`config.mk`:
```
export PLATFORM = sky130hd
export DESIGN_NAME = dmem_arbiter_flat
export DESIGN_NICKNAME = d
export VERILOG_FILES = /design/src/rtl/dmem_arbiter_if.sv /design/src/rtl/dmem_arbiter.sv /design/src/flat_wrapper.sv
export SDC_FILE = /design/constraint.sdc
export NUM_CORES = 1
export LEC_CHECK = 0
export CAP_MARGIN = 0
export CORE_AREA = 2 2 99 101
export DETAILED_ROUTE_END_ITERATION = 6
export DIE_AREA = 0 0 101 103
export GPL_TIMING_DRIVEN = 0
export PLACE_DENSITY_LB_ADDON = 0.3
export SLEW_MARGIN = 20
export SYNTH_ARGS = -nofsm -noshare
export SYNTH_HDL_FRONTEND = slang
export SYNTH_SLANG_ARGS = --single-unit
```
`constraint.sdc`:
```
create_clock -name clk -period 2.3 [get_ports clk]
set_input_delay 0.575 -clock clk [delete_from_list [all_inputs] [get_ports clk]]
set_output_delay 0.575 -clock clk [all_outputs]
set_load 0.005 [all_outputs]
```
`src/rtl/dmem_arbiter_if.sv`:
```
// Shared L1 data-memory bus: core port A, host port B and the memory command.
// The arbiter takes the slave view; requesters and the memory take master.
interface dmem_arbiter_if #(
  parameter int ADDR_WIDTH = 13
);
  logic                  a_req;
  logic                  a_we;
  logic [ADDR_WIDTH-1:0] a_addr;
  logic [31:0]           a_wdata;
  logic [3:0]            a_be;
  logic                  a_gnt;
  logic                  a_rvalid;
  logic [31:0]           a_rdata;

  logic                  b_req;
  logic                  b_we;
  logic [ADDR_WIDTH-1:0] b_addr;
  logic [31:0]           b_wdata;
  logic [3:0]            b_be;
  logic                  b_gnt;
  logic                  b_rvalid;
  logic [31:0]           b_rdata;

  logic                  mem_en;
  logic                  mem_we;
  logic [ADDR_WIDTH-1:0] mem_addr;
  logic [31:0]           mem_wdata;
  logic [3:0]            mem_be;
  logic [31:0]           mem_rdata;

  modport slave (
    input  a_req, a_we, a_addr, a_wdata, a_be,
    input  b_req, b_we, b_addr, b_wdata, b_be,
    input  mem_rdata,
    output a_gnt, a_rvalid, a_rdata,
    output b_gnt, b_rvalid, b_rdata,
    output mem_en, mem_we, mem_addr, mem_wdata, mem_be
  );

  modport master (
    output a_req, a_we, a_addr, a_wdata, a_be,
    output b_req, b_we, b_addr, b_wdata, b_be,
    output mem_rdata,
    input  a_gnt, a_rvalid, a_rdata,
    input  b_gnt, b_rvalid, b_rdata,
    input  mem_en, mem_we, mem_addr, mem_wdata, mem_be
  );
endinterface

```
`src/rtl/dmem_arbiter.sv`:
```
// Two-port arbiter for the shared L1 data memory: core A has priority,
// host B wins after MAX_WAIT consecutive refusals. Read latency is one cycle.
module dmem_arbiter #(
  parameter int ADDR_WIDTH = 13,
  parameter int MAX_WAIT   = 4
) (
  input logic           clk,
  input logic           reset,
  dmem_arbiter_if.slave bus
);
  localparam int WW = $clog2(MAX_WAIT + 1);
  localparam logic [WW-1:0] WMAX = WW'(MAX_WAIT);

  logic [WW-1:0] wait_cnt_q, wait_cnt_d;
  logic          rd_pending_q, rd_pending_d;
  logic          rd_owner_q, rd_owner_d;

  logic                  a_gnt, b_gnt;
  logic                  en, we;
  logic [ADDR_WIDTH-1:0] addr;
  logic [31:0]           wdata;
  logic [3:0]            be;

  always_comb begin
    a_gnt = 1'b0;
    b_gnt = 1'b0;
    if (!reset) begin
      if (bus.a_req && bus.b_req) begin
        b_gnt = (wait_cnt_q == WMAX);
        a_gnt = !b_gnt;
      end else begin
        a_gnt = bus.a_req;
        b_gnt = bus.b_req;
      end
    end
  end

  always_comb begin
    en    = 1'b0;
    we    = 1'b0;
    addr  = '0;
    wdata = '0;
    be    = '0;
    unique case (1'b1)
      a_gnt: begin
        en    = 1'b1;
        we    = bus.a_we;
        addr  = bus.a_addr;
        wdata = bus.a_wdata;
        be    = bus.a_be;
      end
      b_gnt: begin
        en    = 1'b1;
        we    = bus.b_we;
        addr  = bus.b_addr;
        wdata = bus.b_wdata;
        be    = bus.b_be;
      end
      default: ;
    endcase
  end

  always_comb begin
    wait_cnt_d = '0;
    if (bus.b_req && !b_gnt)
      wait_cnt_d = (wait_cnt_q == WMAX) ? WMAX : wait_cnt_q + 1'b1;
    rd_pending_d = en && !we;
    rd_owner_d   = en ? b_gnt : rd_owner_q;
  end

  always_ff @(posedge clk or posedge reset) begin
    if (reset) begin
      wait_cnt_q   <= '0;
      rd_pending_q <= 1'b0;
      rd_owner_q   <= 1'b0;
    end else begin
      wait_cnt_q   <= wait_cnt_d;
      rd_pending_q <= rd_pending_d;
      rd_owner_q   <= rd_owner_d;
    end
  end

  assign bus.a_gnt     = a_gnt;
  assign bus.b_gnt     = b_gnt;
  assign bus.mem_en    = en;
  assign bus.mem_we    = we;
  assign bus.mem_addr  = addr;
  assign bus.mem_wdata = wdata;
  assign bus.mem_be    = be;

  // rd_owner: 0 = A, 1 = B
  assign bus.a_rvalid = rd_pending_q && !rd_owner_q;
  assign bus.b_rvalid = rd_pending_q && rd_owner_q;
  assign bus.a_rdata  = bus.a_rvalid ? bus.mem_rdata : 32'h0;
  assign bus.b_rdata  = bus.b_rvalid ? bus.mem_rdata : 32'h0;
endmodule

```
`src/flat_wrapper.sv`:
```
// flat-port wrapper written by rule: the top's interface ports become plain ports
module dmem_arbiter_flat 
#(
  parameter int ADDR_WIDTH = 13,
  parameter int MAX_WAIT   = 4
)
  (clk, reset, bus_a_req, bus_a_we, bus_a_addr, bus_a_wdata, bus_a_be, bus_b_req, bus_b_we, bus_b_addr, bus_b_wdata, bus_b_be, bus_mem_rdata, bus_a_gnt, bus_a_rvalid, bus_a_rdata, bus_b_gnt, bus_b_rvalid, bus_b_rdata, bus_mem_en, bus_mem_we, bus_mem_addr, bus_mem_wdata, bus_mem_be);
  dmem_arbiter_if #(.ADDR_WIDTH(ADDR_WIDTH)) bus_i ();
  input logic clk;
  input logic reset;
  input wire logic [$bits(bus_i.a_req)-1:0] bus_a_req;
  input wire logic [$bits(bus_i.a_we)-1:0] bus_a_we;
  input wire logic [$bits(bus_i.a_addr)-1:0] bus_a_addr;
  input wire logic [$bits(bus_i.a_wdata)-1:0] bus_a_wdata;
  input wire logic [$bits(bus_i.a_be)-1:0] bus_a_be;
  input wire logic [$bits(bus_i.b_req)-1:0] bus_b_req;
  input wire logic [$bits(bus_i.b_we)-1:0] bus_b_we;
  input wire logic [$bits(bus_i.b_addr)-1:0] bus_b_addr;
  input wire logic [$bits(bus_i.b_wdata)-1:0] bus_b_wdata;
  input wire logic [$bits(bus_i.b_be)-1:0] bus_b_be;
  input wire logic [$bits(bus_i.mem_rdata)-1:0] bus_mem_rdata;
  output wire logic [$bits(bus_i.a_gnt)-1:0] bus_a_gnt;
  output wire logic [$bits(bus_i.a_rvalid)-1:0] bus_a_rvalid;
  output wire logic [$bits(bus_i.a_rdata)-1:0] bus_a_rdata;
  output wire logic [$bits(bus_i.b_gnt)-1:0] bus_b_gnt;
  output wire logic [$bits(bus_i.b_rvalid)-1:0] bus_b_rvalid;
  output wire logic [$bits(bus_i.b_rdata)-1:0] bus_b_rdata;
  output wire logic [$bits(bus_i.mem_en)-1:0] bus_mem_en;
  output wire logic [$bits(bus_i.mem_we)-1:0] bus_mem_we;
  output wire logic [$bits(bus_i.mem_addr)-1:0] bus_mem_addr;
  output wire logic [$bits(bus_i.mem_wdata)-1:0] bus_mem_wdata;
  output wire logic [$bits(bus_i.mem_be)-1:0] bus_mem_be;
  assign bus_i.a_req = bus_a_req;
  assign bus_i.a_we = bus_a_we;
  assign bus_i.a_addr = bus_a_addr;
  assign bus_i.a_wdata = bus_a_wdata;
  assign bus_i.a_be = bus_a_be;
  assign bus_i.b_req = bus_b_req;
  assign bus_i.b_we = bus_b_we;
  assign bus_i.b_addr = bus_b_addr;
  assign bus_i.b_wdata = bus_b_wdata;
  assign bus_i.b_be = bus_b_be;
  assign bus_i.mem_rdata = bus_mem_rdata;
  assign bus_a_gnt = bus_i.a_gnt;
  assign bus_a_rvalid = bus_i.a_rvalid;
  assign bus_a_rdata = bus_i.a_rdata;
  assign bus_b_gnt = bus_i.b_gnt;
  assign bus_b_rvalid = bus_i.b_rvalid;
  assign bus_b_rdata = bus_i.b_rdata;
  assign bus_mem_en = bus_i.mem_en;
  assign bus_mem_we = bus_i.mem_we;
  assign bus_mem_addr = bus_i.mem_addr;
  assign bus_mem_wdata = bus_i.mem_wdata;
  assign bus_mem_be = bus_i.mem_be;
  dmem_arbiter #(.ADDR_WIDTH(ADDR_WIDTH), .MAX_WAIT(MAX_WAIT)) u_core (.clk(clk), .reset(reset), .bus(bus_i));
endmodule
```
==> qor.txt, run 1 <==
gr usage total -> 14.9%
RSZ-0062 raised after global routing -> yes
compound-cell area share of the yosys netlist -> 39.8%
first-pass GRT wire length -> 12400 um
endpoints failing setup -> 50
fraction of layout instances using a drive strength above 1 -> 27.8%
Root Buffer Master -> sky130_fd_sc_hd__clkbuf_8
synthesized netlist net count -> 298
Slew Limit Fails -> 0
post-route non-filler standard cell count -> 571
critical path start-end classification -> input port to primary output
count of maximum capacitance violations -> 0
vertical extent of the die -> 103 um
Tmin final -> 2.44 ns
count of inserted antenna diode cells -> 0
register area share after synthesis -> 10.2%
fin nets -> 596
initial antenna violation count -> 0
Layout Skew -> 0.00417 ns
Distinct cells, synth -> 21
outcome -> finished with violations
worst endpoint required time -> 1.73 ns
Filler cells -> 968
mux cell area share after synthesis -> 0%
number of ports placed on the die boundary -> 255
largest net degree at the start of global routing -> 11
global route hottest layer -> met2
number of DRC violations after detailed-routing iteration 0 -> 32
dominant combinational cell family by area after synthesis -> compound AO/OA/AOI/OAI gates
master of the slowest instance on the critical path -> sky130_fd_sc_hd__dlygate4sd2_1
GR met1 Demand/Resource -> 14.2%
initial cell density of the core -> 12.9%
kind of launch point of the worst setup path -> input port
area of the die -> 0.0104 mm^2
CP Cell Sequence -> dlygate4sd2_1 -> inv_2 -> a211oi_4 -> buf_6 -> buf_12 -> buf_8 -> buf_6 -> a22o_1 -> buf_2
number of remaining DRC errors -> 0
number of warnings reported in the yosys synthesis log -> 0
total CTS buffers -> 3
Post-Synth XOR/XNOR Area -> 0%
area delta synth->final -> 251%
actual slew at the worst max-slew pin -> 0.282 ns
standard cell core area -> 0.00946 mm^2
largest delay contributor family on the critical path -> buffers and inverters
number of synthesized flops with an enable pin -> 0
cell total after placement -> 528
H-tree Lvls -> 1
drt wl/cell -> 15.5 um
source-to-sink clock delay at the later pin of the worst-skew pair -> 0.23 ns
area share of and/or/nand/nor cells after synthesis -> 36.4%
routed vias -> 2499
number of clock sinks seen by CTS -> 5
most frequent CP cell -> sky130_fd_sc_hd__buf_6
failing checks -> negative setup slack
worst vdd rail ir drop -> 0.101 mV
Stages on worst setup path -> 9
TritonCTS clock tree -> done
share of synthesized registers carrying an async set or reset -> 100%
final count of hold timing violations -> 0
setup slack of the critical path after layout -> -0.138 ns
syn_area_per_cell -> 7.65 um^2
critical path's largest stage delay -> 0.26 ns
most used flip-flop cell after synthesis -> sky130_fd_sc_hd__dfrtp_1
post-synthesis instance area -> 0.00122 mm^2
clock-pin slew of the registers on the worst-case setup and hold paths -> 0.04 ns
Crit. End Element -> primary output
Arrival @ worst endpoint -> 1.86 ns
worst-case headroom to the max-slew limit -> 81.2%
First-pass DRT Iterations -> 4
flops & latches, synth -> 5
vias in the first global route -> 2464
grt ovf -> 0
largest fanout on the critical path -> 7
power density over the cells -> 233 mW/mm^2
Longest Clk Path Bufs -> 2
buffers plus inverters on the worst setup path -> 7
combined area of the multi-input logic cells -> 0.00100 mm^2
Hold Crit Class -> input port to async pin
Global Route met3 Usage -> 4.34%
post-cts hold buffer count -> 0
floorplan row count -> 36
GP Congestion -> 0.742
DRT Wirelength -> 8840 um
sum of net half-perimeters after detailed placement -> 7070 um
number of cells on the worst reg-to-reg path -> 10
Leakage Power -> 2.48 nW
Antenna Violating Nets Remaining -> 0
Port Buffers -> 254
highest achievable clock rate -> 410 MHz
floorplan die width -> 101 um
Reg area -> 128 um^2
detailed-route vias per instance -> 4.38
adder and majority gate portion of the synthesized area -> 2.04%
synthesized netlist cell count -> 160
total chip power -> 0.00100 W
ratio of final minimum period to clock period -> 106%
met2 global-route usage -> 30.9%
per-layer routing:
layer  vias to the layer above  share of wire, %
met4                         0               1.7
met3                        15                11
met5                         -                 0
met2                       168                56
li1                       1202                 -
met1                      1114                31
stage by stage:
stage / setup TNS [ns] / hold WS, ns / worst slack (ns) / cell area (um^2) / util (%)
after floorplan: 0 / 0.368 / 0.369 / 1220 / -
after detailed placement: -41.35 / 0.465 / -0.812 / 3910 / 41.3
after global routing: -7.58 / 0.374 / -0.233 / 4290 / 45.4
after CTS: -4.96 / 0.505 / -0.185 / 4100 / 43.4
after global placement: -40.51 / 0.455 / -0.798 / 3910 / 41.3
final: -3.63 / 0.353 / -0.138 / 4290 / 45.4
where the power goes:
| part | total (W) | switching (W) | internal (W) |
|---|---|---|---|
| Clock | 0.000166 | 0.0000471 | 0.000119 |
| Sequential | 0.000106 | 0.00000892 | 0.0000967 |
| Combinational | 0.000729 | 0.000233 | 0.000496 |
| Total | 0.00100 | 0.000289 | 0.000712 |
cells in the mapped netlist, drive strengths merged (2+ instances only):
master | n | area share [%]
o21ai | 2 | 0.82
and3 | 32 | 16
inv | 5 | 1.5
clkbuf | 8 | 2.5
buf | 13 | 7.6
a22o | 50 | 36
ha | 2 | 2.0
dfrtp | 5 | 10
and2 | 33 | 17
worst reg2reg max path: stages (launching register included):
cell and delay [ns]:
sky130_fd_sc_hd__dfrtp_1 0.35, sky130_fd_sc_hd__inv_2 0.05, sky130_fd_sc_hd__ha_4 0.16, sky130_fd_sc_hd__nand2_4 0.07, sky130_fd_sc_hd__a211oi_4 0.07, sky130_fd_sc_hd__buf_6 0.13, sky130_fd_sc_hd__buf_12 0.13, sky130_fd_sc_hd__buf_4 0.13
sky130_fd_sc_hd__buf_6 0.10, sky130_fd_sc_hd__buf_4 0.12, sky130_fd_sc_hd__a221oi_1 0.30
what timing repair did:
action,4_1_cts,5_1_grt
cloned,4,4
pin swaps,40,7
setup buffers,19,15
resized for setup,254,54
setup endpoints to repair,102,110
placed cells by master (no fill, tap or decap), types with 2 or more instances in the layout:
cell type / netlist / routed
sky130_fd_sc_hd__dfrtp_1: 5 / 3
sky130_fd_sc_hd__dfrtp_2: 0 / 2
sky130_fd_sc_hd__dlymetal6s2s_1: 0 / 25
sky130_fd_sc_hd__dlygate4sd2_1: 0 / 8
sky130_fd_sc_hd__buf_6: 4 / 21
sky130_fd_sc_hd__clkbuf_2: 0 / 8
sky130_fd_sc_hd__a22o_1: 50 / 50
sky130_fd_sc_hd__clkdlybuf4s50_1: 0 / 168
sky130_fd_sc_hd__and3_1: 32 / 32
sky130_fd_sc_hd__clkdlybuf4s15_2: 0 / 2
sky130_fd_sc_hd__buf_8: 0 / 4
sky130_fd_sc_hd__buf_4: 1 / 22
sky130_fd_sc_hd__buf_12: 0 / 3
sky130_fd_sc_hd__buf_2: 8 / 50
sky130_fd_sc_hd__and2_1: 33 / 33
sky130_fd_sc_hd__clkbuf_8: 0 / 3
sky130_fd_sc_hd__clkbuf_1: 8 / 2
sky130_fd_sc_hd__inv_2: 0 / 4
final timing paths:
| check | start | to | slack, ns |
|---|---|---|---|
| worst max-delay path | bus_b_req | bus_mem_wdata[28] | -0.14 |
| worst min-delay path | reset | u_core.wait_cnt_q[2] | 0.35 |
| worst max register to register | u_core.wait_cnt_q[1] | u_core.rd_pending_q | 0.56 |
| worst min register to register | u_core.wait_cnt_q[0] | u_core.wait_cnt_q[0] | 0.54 |
| max in group asynchronous | reset | u_core.rd_owner_q | 1.83 |
| min in group clk | u_core.wait_cnt_q[0] | u_core.wait_cnt_q[0] | 0.54 |
logic make-up after synthesis:
kind of cell	after synthesis
adder cells (fa/ha/maj)	2
buffers and inverters	26
AO/OA/AOI/OAI	56
flip-flops	5
AND/OR/NAND/NOR	71
state kept, by name, indices dropped and copies added (netlist names):
| signal | flops |
|---|---|
| u_core.wait_cnt_q | 3 |
| u_core.rd_pending_q | 1 |
| u_core.rd_owner_q | 1 |
layout make-up:
| class | instances | area share [%] |
|---|---|---|
| inverters | 5 | 0.437 |
| repair buffers | 294 | 64.2 |
| multi-input cells | 129 | 23.4 |
| well taps | 114 | 3.32 |
| plain buffers | 20 | 4.61 |
| clock buffers | 4 | 1.05 |
| flip-flops and latches | 5 | 2.97 |
Power figures use the tool's default switching activity.
==> inputs of run 2 (changes only) <==
--- a/config.mk
+++ b/config.mk
@@ -11,6 +11,7 @@
 export DIE_AREA = 0 0 101 103
 export GPL_TIMING_DRIVEN = 0
 export PLACE_DENSITY_LB_ADDON = 0.3
+export SETUP_SLACK_MARGIN = 0.1
 export SLEW_MARGIN = 20
 export SYNTH_ARGS = -nofsm -noshare
 export SYNTH_HDL_FRONTEND = slang
==> run 2 against run 1 <==
Against the previous run:
- highest routed layer unchanged
- clock skew hardly changed
- the run still ends with negative setup slack left
- combinational power decreased by 3.2%
- core utilization decreased by 0.98 points
- sequential share of layout area increased by 0.066 points
- non-clock buffer count unchanged
- fmax down 1.1%
- first-iteration DRC count increased by 38%
- via count shrank 0.92%
- cell count unchanged
- clock power about the same
==> qor.txt, run 2 (synthesis results as in run 1) <==
worst reg2reg path endpoint -> u_core.rd_pending_q (unchanged)
sequential cell fraction of total power -> 10.8% (was 10.6%)
First-pass DRT Iterations -> 3 (was 4)
setup slack of the critical path after layout -> -0.165 ns (was -0.138 ns)
Antenna Violating Nets Remaining -> 0 (unchanged)
Layout Skew -> 0.00416 ns (was 0.00417 ns)
post-cts hold buffer count -> 0 (unchanged)
actual slew at the worst max-slew pin -> 0.333 ns (was 0.282 ns)
count of inserted antenna diode cells -> 0 (unchanged)
highest metal layer with signal wires -> met4 (unchanged)
drt wl/cell -> 15.4 um (was 15.5 um)
DRT Wirelength -> 8800 um (was 8840 um)
Clock power frac -> 16.9% (was 16.6%)
vias in the first global route -> 2624 (was 2464)
Filler cells -> 1017 (was 968)
worst vdd rail ir drop -> 0.0993 mV (was 0.101 mV)
standard cell core area -> 0.00946 mm^2 (unchanged)
highest achievable clock rate -> 406 MHz (was 410 MHz)
number of DRC violations after detailed-routing iteration 0 -> 44 (was 32)
ratio of final minimum period to clock period -> 107% (was 106%)
most frequent CP cell -> sky130_fd_sc_hd__buf_6 (unchanged)
number of ports placed on the die boundary -> 255 (unchanged)
start of the worst register-to-register path -> u_core.wait_cnt_q[1] (unchanged)
gr usage total -> 15.8% (was 14.9%)
cell total after placement -> 528 (unchanged)
worst endpoint required time -> 1.73 ns (about the same)
routed vias -> 2476 (was 2499)
endpoints failing setup -> 43 (was 50)
CP Cell Sequence -> inv_2 -> ha_4 -> nand2_4 -> a211oi_4 -> buf_6 -> buf_6 -> buf_6 -> buf_6 -> a22o_1 -> buf_2 (was dlygate4sd2_1 -> inv_2 -> a211oi_4 -> buf_6 -> buf_12 -> buf_8 -> buf_6 -> a22o_1 -> buf_2)
initial antenna violation count -> 0 (unchanged)
fin nets -> 596 (unchanged)
floorplan row count -> 36 (unchanged)
Leakage Power -> 2.30 nW (was 2.48 nW)
net switching power -> 0.000287 W (was 0.000289 W)
count of maximum capacitance violations -> 0 (unchanged)
Slew Limit Fails -> 0 (unchanged)
critical path's largest stage delay -> 0.38 ns (was 0.26 ns)
detailed-route vias per instance -> 4.34 (was 4.38)
grt ovf -> 0 (unchanged)
clock-pin slew of the registers on the worst-case setup and hold paths -> 0.04 ns (about the same)
GP Congestion -> 0.742 (unchanged)
switching share of total power -> 29.4% (was 28.8%)
final count of hold timing violations -> 0 (unchanged)
source-to-sink clock delay at the later pin of the worst-skew pair -> 0.23 ns (about the same)
area of the die -> 0.0104 mm^2 (unchanged)
max FFs per register -> 3 (unchanged)
Longest Clk Path Bufs -> 2 (unchanged)
kind of launch point of the worst setup path -> flip-flop (was input port)
met2 routed wirelength -> 4910 um (was 4940 um)
Root Buffer Master -> sky130_fd_sc_hd__clkbuf_8 (unchanged)
failing checks -> negative setup slack (unchanged)
post-route non-filler standard cell count -> 571 (unchanged)
floorplan die width -> 101 um (unchanged)
fraction of layout instances using a drive strength above 1 -> 27.4% (was 27.8%)
total CTS buffers -> 3 (unchanged)
routed length on met3 -> 919 um (was 972 um)
commonest cells after routing, fill and taps aside -> sky130_fd_sc_hd__clkdlybuf4s50_1, sky130_fd_sc_hd__dlygate4sd2_1, sky130_fd_sc_hd__buf_2, sky130_fd_sc_hd__a22o_1 (was sky130_fd_sc_hd__clkdlybuf4s50_1, sky130_fd_sc_hd__a22o_1, sky130_fd_sc_hd__buf_2, sky130_fd_sc_hd__and2_1, sky130_fd_sc_hd__and3_1)
Biggest register -> u_core.wait_cnt_q (unchanged)
Tmin final -> 2.47 ns (was 2.44 ns)
initial cell density of the core -> 12.9% (unchanged)
sum of net half-perimeters after detailed placement -> 7070 um (unchanged)
power density over the cells -> 233 mW/mm^2 (about the same)
largest fanout on the critical path -> 6 (was 7)
largest registers -> u_core.wait_cnt_q (3), u_core.rd_owner_q (1), u_core.rd_pending_q (1) (unchanged)
Worst setup startpoint -> u_core.wait_cnt_q[1] (was bus_b_req)
vertical extent of the die -> 103 um (unchanged)
number of cells on the worst reg-to-reg path -> 8 (was 10)
outcome -> finished with violations (unchanged)
critical path start-end classification -> flip-flop to primary output (was input port to primary output)
number of clock sinks seen by CTS -> 5 (unchanged)
worst-case register-to-register setup slack -> 0.58 ns (was 0.56 ns)
Setup TNS Final -> -5.47 ns (was -3.63 ns)
Hold Crit Class -> input port to async pin (unchanged)
number of remaining DRC errors -> 0 (unchanged)
H-tree Lvls -> 1 (unchanged)
RSZ-0062 raised after global routing -> yes (unchanged)
first-pass GRT wire length -> 13100 um (was 12400 um)
area delta synth->final -> 243% (was 251%)
Crit. End Element -> primary output (unchanged)
TritonCTS clock tree -> done (unchanged)
Port Buffers -> 254 (unchanged)
internal power consumption -> 0.000690 W (was 0.000712 W)
share of total power in combinational logic -> 72.2% (was 72.8%)
master of the slowest instance on the critical path -> sky130_fd_sc_hd__dfrtp_1 (was sky130_fd_sc_hd__dlygate4sd2_1)
Arrival @ worst endpoint -> 1.89 ns (was 1.86 ns)
leading cell type in the layout, fill and taps excluded -> sky130_fd_sc_hd__clkdlybuf4s50_1 (unchanged)
largest net degree at the start of global routing -> 11 (unchanged)
worst-case headroom to the max-slew limit -> 77.8% (was 81.2%)
detailed-route wire length on metal 1 -> 2840 um (was 2780 um)
## run 2: worst max-delay path, delay by kind of cell (launching register included)
family                   cells  cell delay [ns]
AO/OA/AOI/OAI                2             0.40
AND/OR/NAND/NOR              1             0.06
buffers and inverters        6             0.67
adder cells (fa/ha/maj)      1             0.14
flip-flops                   1             0.38
## run 2: power by group through the flow
stage / clock network, W / registers (W) / logic [W]
floorplan: 0 / 0.000103 / 0.000180
global placement: 0 / 0.000106 / 0.000666
finish: 0.000165 / 0.000106 / 0.000706
CTS: 0.000170 / 0.000106 / 0.000697
detailed placement: 0 / 0.000106 / 0.000675
global route: 0.000177 / 0.000108 / 0.000763
## run 2: per-layer routing
| metal | global-route usage [%] | vias to the layer above |
|---|---|---|
| met5 | 0 | - |
| li1 | - | 1200 |
| met4 | 3.74 | 0 |
| met1 | 14.6 | 1111 |
| met2 | 33.6 | 155 |
| met3 | 4.20 | 10 |
## run 2: final cells by class
cell class                      count  area [um^2]  area share [%]
Buffer                             19          199            4.74
Timing Repair Buffer              295         2670            63.5
Inverter                            5         18.8           0.447
Multi-Input combinational cell    129          998            23.8
Sequential cell                     5          128            3.04
Clock buffer                        4         45.0            1.07
Tap cell                          114          143            3.40
## run 2: through the flow
stage	hold slack, ns	worst slack [ns]	instance area, um^2	total power, W	util, %
after global placement	0.455	-0.798	3910	0.000772	41.3
after detailed placement	0.465	-0.812	3910	0.000782	41.3
final	0.527	-0.165	4200	0.000977	44.4
after floorplan	0.368	0.369	1220	0.000283	-
after CTS	0.502	-0.198	4130	0.000973	43.7
after global routing	0.541	-0.270	4200	0.00105	44.4
## run 2: timing repair
| item | in CTS | in global routing |
|---|---|---|
| hold endpoints to repair | 0 | 0 |
| setup buffers | 31 | 3 |
| gates cloned | 6 | 3 |
| pin swaps | 37 | 8 |
| endpoints found under the setup margin | 119 | 57 |
| resized for setup | 337 | 11 |
## run 2: worst max path at each step
stage | to | depth (start not counted) | slack [ns]
after CTS | bus_mem_wdata[25] | 10 | -0.20
final | bus_mem_wdata[25] | 10 | -0.17
after detailed placement | bus_mem_addr[7] | 7 | -0.81
after floorplan | bus_mem_wdata[10] | 5 | 0.37
after global placement | bus_mem_we | 7 | -0.80
after global routing | bus_mem_wdata[23] | 10 | -0.27
